### config.mk
export PLATFORM = sky130hd
export DESIGN_NAME = tdm_demux4
export DESIGN_NICKNAME = d
export VERILOG_FILES = /design/src/rtl/tdm_demux4.sv
export SDC_FILE = /design/constraint.sdc
export NUM_CORES = 1
export LEC_CHECK = 0
export ABC_CLOCK_PERIOD_IN_PS = 2100
export CAP_MARGIN = 30
export CORE_AREA = 8 8 45 47
export DETAILED_ROUTE_END_ITERATION = 6
export DIE_AREA = 0 0 53 55
export GPL_TIMING_DRIVEN = 0
export PLACE_DENSITY = 0.64
export SLEW_MARGIN = 0
export SYNTH_ARGS = -nofsm -noshare
export SYNTH_HDL_FRONTEND = slang
export SYNTH_SLANG_ARGS = --single-unit
export TNS_END_PERCENT = 30
### constraint.sdc
create_clock -name clk -period 2.1 [get_ports clk]
set_clock_uncertainty 0.2 [all_clocks]
set_input_delay 0.21 -clock clk [delete_from_list [all_inputs] [get_ports clk]]
set_output_delay 0.21 -clock clk [all_outputs]
set_load 0.02 [all_outputs]
### src/rtl/tdm_demux4.sv
// tdm_demux4: TDM serial-to-parallel receiver, one bit per slot, sync marks slot 0.
// Optional macro TDM_DEMUX_PARITY_EN appends an even-parity slot to each frame.
module tdm_demux4 #(
    parameter int SLOTS = 4,
    parameter int SEL_W = 2
) (
    input  logic             clk,
    input  logic             rst,
    input  logic             en,
    input  logic             din,
    input  logic             sync,
    output logic [SLOTS-1:0] w,
    output logic [SEL_W-1:0] s,
    output logic             valid,
    output logic             err
);

`ifdef TDM_DEMUX_PARITY_EN
    // Counter needs one extra bit to reach the parity slot index SLOTS.
    localparam int CW   = SEL_W + 1;
    localparam int LAST = SLOTS;
`else
    localparam int CW   = SEL_W;
    localparam int LAST = SLOTS - 1;
`endif

    typedef enum logic {
        IDLE,
        RUN
    } state_t;

    state_t           state;
    logic [CW-1:0]    cnt;
    logic [SLOTS-1:0] stage;

    // s exposes the slot counter; on the parity slot it reads back as 0.
    assign s = cnt[SEL_W-1:0];

    // Frame capture FSM: stage slots, publish w atomically on completion.
    always_ff @(posedge clk) begin
        if (rst) begin
            state <= IDLE;
            cnt   <= '0;
            stage <= '0;
            w     <= '0;
            valid <= 1'b0;
            err   <= 1'b0;
        end else begin
            valid <= 1'b0;
            if (en) begin
                if (sync) begin
                    // Sync always restarts at slot 0; inside a frame it is a framing error.
                    if (state == RUN) begin
                        err <= 1'b1;
                    end
                    stage[0] <= din;
                    cnt      <= CW'(1);
                    state    <= RUN;
                end else if (state == RUN) begin
                    if (cnt == CW'(LAST)) begin
`ifdef TDM_DEMUX_PARITY_EN
                        if (^{stage, din} == 1'b0) begin
                            w     <= stage;
                            valid <= 1'b1;
                        end else begin
                            err <= 1'b1;
                        end
`else
                        w     <= {din, stage[SLOTS-2:0]};
                        valid <= 1'b1;
`endif
                        cnt   <= '0;
                        state <= IDLE;
                    end else begin
                        stage[cnt[SEL_W-1:0]] <= din;
                        cnt                   <= cnt + CW'(1);
                    end
                end
            end
        end
    end

endmodule

==> results.py <==
metrics = {
    "floorplan": {
        "die_y_um": 55,
        "core-area_mm2": 0.00138,
        "start_util_pct": 36.6,
        "die-area_mm2": 0.00292,
        "rows": 14,
        "fp.dieW_um": 53,
        "ios": 13,
    },
    "cts": {
        "root_buffer": "clkbuf_4",
        "clk_pin_slew_ps": 70,
        "h-tree-depth": 1,
        "clock_latency_ps": 260,
        "cts_made_buffers": 3,
        "cts_hold_buffers": 0,
        "cts_buffer_depth": 2,
        "clock_sinks": 12,
        "post_cts_buffers": 0,
        "tritoncts": "done",
        "cts_resized": 0,
    },
    "synth": {
        "syn_nets": 62,
        "yosysWarnings": 0,
        "synthCells": 53,
        "synth-seq-cells": 12,
        "seq_area_frac_synth_pct": 47.4,
        "synth.distinct_cells": 20,
        "synth.avg_cell_area_um2": 9.56,
        "syn_area_um2": 507,
    },
    "global_route": {
        "grt_start_max_net_pins": 9,
        "gr-total-overflow": 0,
        "gr-usage-all-layers_pct": 7.30,
        "grt_pass1_vias": 381,
        "antenna_found_initial": 0,
        "grt_pass1_wl_um": 1630,
    },
    "sta": {
        "period_share_pct": 82.2,
        "slew_violations": 0,
        "maxSlewHeadroom_pct": 79.9,
        "fin_tns_setup_ps": 0,
        "rsz0062_at_grt": "false",
        "fmax_mhz": 579,
        "worst_slack_ps": 374,
        "period_needed_ps": 1730,
        "setup_viol": 0,
        "hold_violations": 0,
        "worstMarginPinSlew_ps": 299,
    },
    "power_and_ir_drop": {
        "max-vdd-ir-drop_mv": 0.321,
        "powerDensity_mw_per_mm2": 624,
        "cellLeakagePower_nw": 0.262,
    },
    "min_path": {
        "hold_start": "rst",
        "hp-class": "in2reg",
        "hold_depth": 2,
        "min_to": "w[0]",
    },
    "critical_path": {
        "slowest_stage": "clkdlybuf4s50_1",
        "worstPathMaxFanout": 6,
        "cp_num_buf_inv": 1,
        "required_ps": 1690,
        "cpLargestDelayFamily": "buffers and inverters",
        "max_stage_delay_ps": 640,
        "ff2ff_path_depth": 4,
        "rr_endpoint": "w[2]",
        "crit_path_start_kind": "flip-flop",
        "crit_type": "reg2out",
        "critPathArrivalTime_ps": 1320,
        "crit_chain": "clkdlybuf4s50_1",
        "crit_path_end_kind": "output pin",
        "reg2reg_slack_ps": 550,
        "r2r-start": "s[0]",
    },
    "placed_design": {
        "io_buffers": 11,
        "dp_slack_ps": 402,
        "gp_congestion": 0.718,
        "dp.cells": 80,
        "hpwl_um": 705,
        "placed_cell_area_um2": 637,
    },
    "drt": {
        "viasPerCell": 4.86,
        "first_pass_iters": 4,
        "num_vias": 403,
        "ant_nets": 0,
        "drt_iter0_drc": 7,
        "wl_per_cell_um": 11.9,
        "routed_wl_um": 989,
        "drc_errors": 0,
    },
    "cells_and_area": {
        "fillCellCount": 147,
        "syn_to_final_growth_pct": 30.1,
        "regArea_um2": 240,
        "num_antenna_cells": 0,
        "final_area_um2": 659,
        "multi_input_area_um2": 250,
        "fin_cells": 83,
        "drive_gt1_share_pct": 7.46,
        "nets": 78,
    },
    "job": {
        "drv_cap": 0,
    },
    "run_status": {
        "status": "complete, no violations",
    },
}
==> worst max path at each step <==
stage               startpoint   end  slack (ps)  cells past startpoint
floorplan                 s[0]  w[1]         590                      4
global placement            en  w[2]         410                      4
detailed placement          en  w[1]         400                      4
CTS                       s[0]  s[0]         350                      1
global route              s[0]  s[0]         290                      1
finish                    s[0]  s[0]         370                      1
==> power by group <==
| group | switching, W | leakage, nW | internal [W] |
|---|---|---|---|
| Combinational | 0.0000197 | 0.150 | 0.0000184 |
| Sequential | 0.00000529 | 0.0973 | 0.000232 |
| Clock | 0.0000697 | 0.0138 | 0.0000661 |
| Total | 0.0000947 | 0.262 | 0.000317 |
==> cells by family after synthesis <==
kind of cell	share of synthesized area, %
adders and majority gates	9.88
AOI/OAI and AO/OA	13.8
and+or+nand+nor	21.7
buffers and inverters	3.21
DFF	47.4
muxes	3.95
==> layer usage <==
| layer | up-vias | share of wire, % | global-route usage (%) |
|---|---|---|---|
| met2 | 6 | 43 | 10.9 |
| met5 | - | 0 | 0 |
| met1 | 179 | 50 | 9.54 |
| li1 | 216 | - | - |
| met4 | 0 | 0.81 | 2.59 |
| met3 | 2 | 5.8 | 2.41 |
==> worst register-to-register path, cell delays in order (launching register included) <==
cell      delay [ps]
dfxtp_1          420
ha_1             270
nand4b_1         290
nand3_1          170
o21ai_0           80
==> stage by stage <==
step / util, % / total power [W] / hold WS, ps
2_1_floorplan: - / 0.000264 / 174
3_3_place_gp: 46.0 / 0.000280 / 244
3_5_place_dp: 46.0 / 0.000281 / 245
4_1_cts: 47.6 / 0.000418 / 18.4
5_1_grt: 47.6 / 0.000435 / 45.9
6_report: 47.6 / 0.000412 / 21.7
==> cell type report <==
cell class	instances	share of cell area (%)
multi-input cells	37	38.0
clock buffers	3	3.42
inverters	3	1.71
well taps	16	3.04
flip-flops and latches	12	36.4
plain buffers	1	0.759
repair buffers	11	16.7
==> cell usage after synthesis <==
cell / count / share of area (%)
a2bb2oi_1: 1 / 1.7
mux2i_1: 2 / 4.0
a31oi_1: 1 / 1.2
nand3_1: 4 / 4.0
inv_1: 3 / 2.2
o21a_1: 1 / 1.5
nor2_1: 4 / 3.0
and3b_1: 1 / 1.7
a41o_1: 1 / 2.0
nand3b_1: 1 / 1.5
o21ai_0: 3 / 3.0
nand4b_1: 2 / 3.5
nand2_1: 6 / 4.4
dfxtp_1: 12 / 47
a211oi_1: 1 / 1.5
nand2b_1: 1 / 1.2
a21oi_1: 3 / 3.0
and3b_4: 1 / 2.5
ha_1: 4 / 9.9
clkbuf_2: 1 / 0.99
==> layout by cell type, fill, tap and decap left out, drive strengths merged <==
cell type	instances
nand4b	2
nand2b	1
and3b	2
clkbuf	4
o21ai	3
nand3	4
a21oi	3
nor2	4
a31oi	1
a41o	1
nand2	6
nand3b	1
o21a	1
clkdlybuf4s50	11
mux2i	2
ha	4
a2bb2oi	1
inv	3
dfxtp	12
a211oi	1
==> state kept, by name, summed over array words and instances (netlist names) <==
register,count
s,2
stage,3
state,1
w,4
err,1
valid,1
Note: power is estimated with default switching activity, not from simulation.
==> edit, RTL diff (same settings) <==
The parameter `SEL_W` goes from 2 to 1.
--- a/src/rtl/tdm_demux4.sv
+++ b/src/rtl/tdm_demux4.sv
@@ -2,7 +2,7 @@
 // Optional macro TDM_DEMUX_PARITY_EN appends an even-parity slot to each frame.
 module tdm_demux4 #(
     parameter int SLOTS = 4,
-    parameter int SEL_W = 2
+    parameter int SEL_W = 1
 ) (
     input  logic             clk,
     input  logic             rst,
Interface: changed (resized s); port bits go from 13 to 12. The function was not compared with the original's and may differ.
==> edit against the original RTL <==
  * Setup slack improved by 42 ps
  * Synthesized cell count fell by 38%
  * Die area did not move
  * Worst hold slack improved by 68 ps
  * Routed wire length fell by 34%
  * Sequential cell count fell by 3
  * Final area fell by 28%
  * Via count fell by 37%
  * Power fell by 16%
  * Largest power group unchanged
  * Synthesized area fell by 34%
  * Global-route usage fell by 2.2 points
  * Core utilization fell by 14 points
==> edit: results (changes against the original RTL) <==
- Worst-case reg-to-reg path depth: 3 (was 4)
* Final weighted congestion in routability-driven placement: 0.607 (was 0.718)
* Number of nets with antenna violations after detailed routing: 0 (unchanged)
- Global-route wire length before repair: 1060 um (was 1630 um)
- The net count of the mapped netlist was 38 (was 62).
- Max FO, Critical Path: 4 (was 6)
- Slowest stage cell on the critical path: sky130_fd_sc_hd__clkdlybuf4s50_1 (unchanged)
* Number of library cell types mapped by synthesis: 14 (was 20)
- Startpoint of the lowest-slack register-to-register path: state (was s[0])
* Number of antenna violations at the first check in global routing: 0 (unchanged)
- The leakage power summed over all cells was 0.208 nW (was 0.262 nW).
* Minimum setup slack after placement: 516 ps (was 402 ps)
* Worst-case vdd ir drop: 378 uV (was 321 uV)
- The number of detailed-route iterations in the first pass is 1 (was 4).
- Port Buf Inserts: 9 (was 11)
- The quantity of gates resized following cts was 0 (unchanged).
- Result of the run: complete, no violations (unchanged).
- The overall fraction of global-route tracks in use was 5.10% (was 7.30%).
- The start point of the critical path was s (was s[0]).
- The via count of the first global-routing pass came to 258 (was 381).
* Vias/cell: 4.11 (was 4.86)
* Total of fill cells in the finished design: 156 (was 147)
- NumNets Final: 52 (was 78)
- The ratio of cells with drive above 1 in the final layout is 10.9% (was 7.46%).
* Detailed router's first-iteration violation count: 0 (was 7)
- The sum of net half-perimeters after detailed placement is 460 um (was 705 um).
* Top cells by area in the synthesized netlist: sky130_fd_sc_hd__dfxtp_1 54%, sky130_fd_sc_hd__mux2i_1 12%, sky130_fd_sc_hd__nor2_1 6.7% (was sky130_fd_sc_hd__dfxtp_1 47%, sky130_fd_sc_hd__ha_1 9.9%, sky130_fd_sc_hd__nand2_1 4.4%)
- Post-detailed-route wirelength per cell: 10.5 um (was 11.9 um)
* Pin count of the biggest net entering global routing: 11 (was 9)
- The part of the Yosys area used for sequential elements came to 53.7% (was 47.4%).
==> edit: changes by cell type in the layout (fill, tap and decap cells not counted), sizes merged, moves of 3 or more <==
cell / before / now
dfxtp: 12 / 9
ha: 4 / 0
inv: 3 / 0
nand2: 6 / 0
nand3: 4 / 0
==> edit: final cells by class <==
type	count	area (um2)	area share [%]
plain buffers	2	11.3	2.39
clock buffers	4	26.3	5.57
multi-input cells	22	144	30.5
flip-flops and latches	9	180	38.2
well taps	16	20.0	4.24
repair buffers	9	90.1	19.1
==> edit: path summary, 6_finish.rpt <==
kind	to	slack, ps
hold reg to reg	err	260
setup reg to reg	w[1]	910
setup / recovery	s	420
hold / removal	err	90
==> edit: layer usage <==
layer | global-route usage (%) | part of all wire, % | vias to the layer above
met2 | 6.45 | 35 | 11
met3 | 3.21 | 13 | 2
met1 | 5.53 | 50 | 107
met4 | 5.17 | 2.2 | 0
li1 | - | - | 135
met5 | 0 | 0 | -
==> edit: cell families (layout without fill, tap and decap cells) <==
| logic type | count (synthesis) | in the layout | share of synthesized area (%) |
|---|---|---|---|
| DFF | 9 | 9 | 53.7 |
| other | 1 | 1 | 1.12 |
| and+or+nand+nor | 13 | 13 | 22.8 |
| muxes | 4 | 4 | 11.9 |
| AOI/OAI and AO/OA | 4 | 4 | 7.09 |
| buffers and inverters | 2 | 15 | 3.36 |
==> edit: metrics by stage <==
| step | hold slack (ps) | cell area (um2) | total power [mW] | std cells | util, % |
|---|---|---|---|---|---|
| 2_1_floorplan | 154 | 335 | 0.201 | 33 | - |
| 3_3_place_gp | 252 | 445 | 0.215 | 58 | 32.2 |
| 3_5_place_dp | 255 | 445 | 0.216 | 58 | 32.2 |
| 4_1_cts | 105 | 472 | 0.350 | 62 | 34.1 |
| 5_1_grt | 112 | 472 | 0.367 | 62 | 34.1 |
| 6_report | 89.8 | 472 | 0.346 | 62 | 34.1 |
==> edit: power by group <==
part | leakage, nW | switching [mW] | internal, mW | total, mW
clock | 0.0150 | 0.0605 | 0.0733 | 0.134
combinational | 0.120 | 0.0149 | 0.0170 | 0.0319
sequential | 0.0731 | 0.00429 | 0.175 | 0.180
total | 0.208 | 0.0798 | 0.266 | 0.346
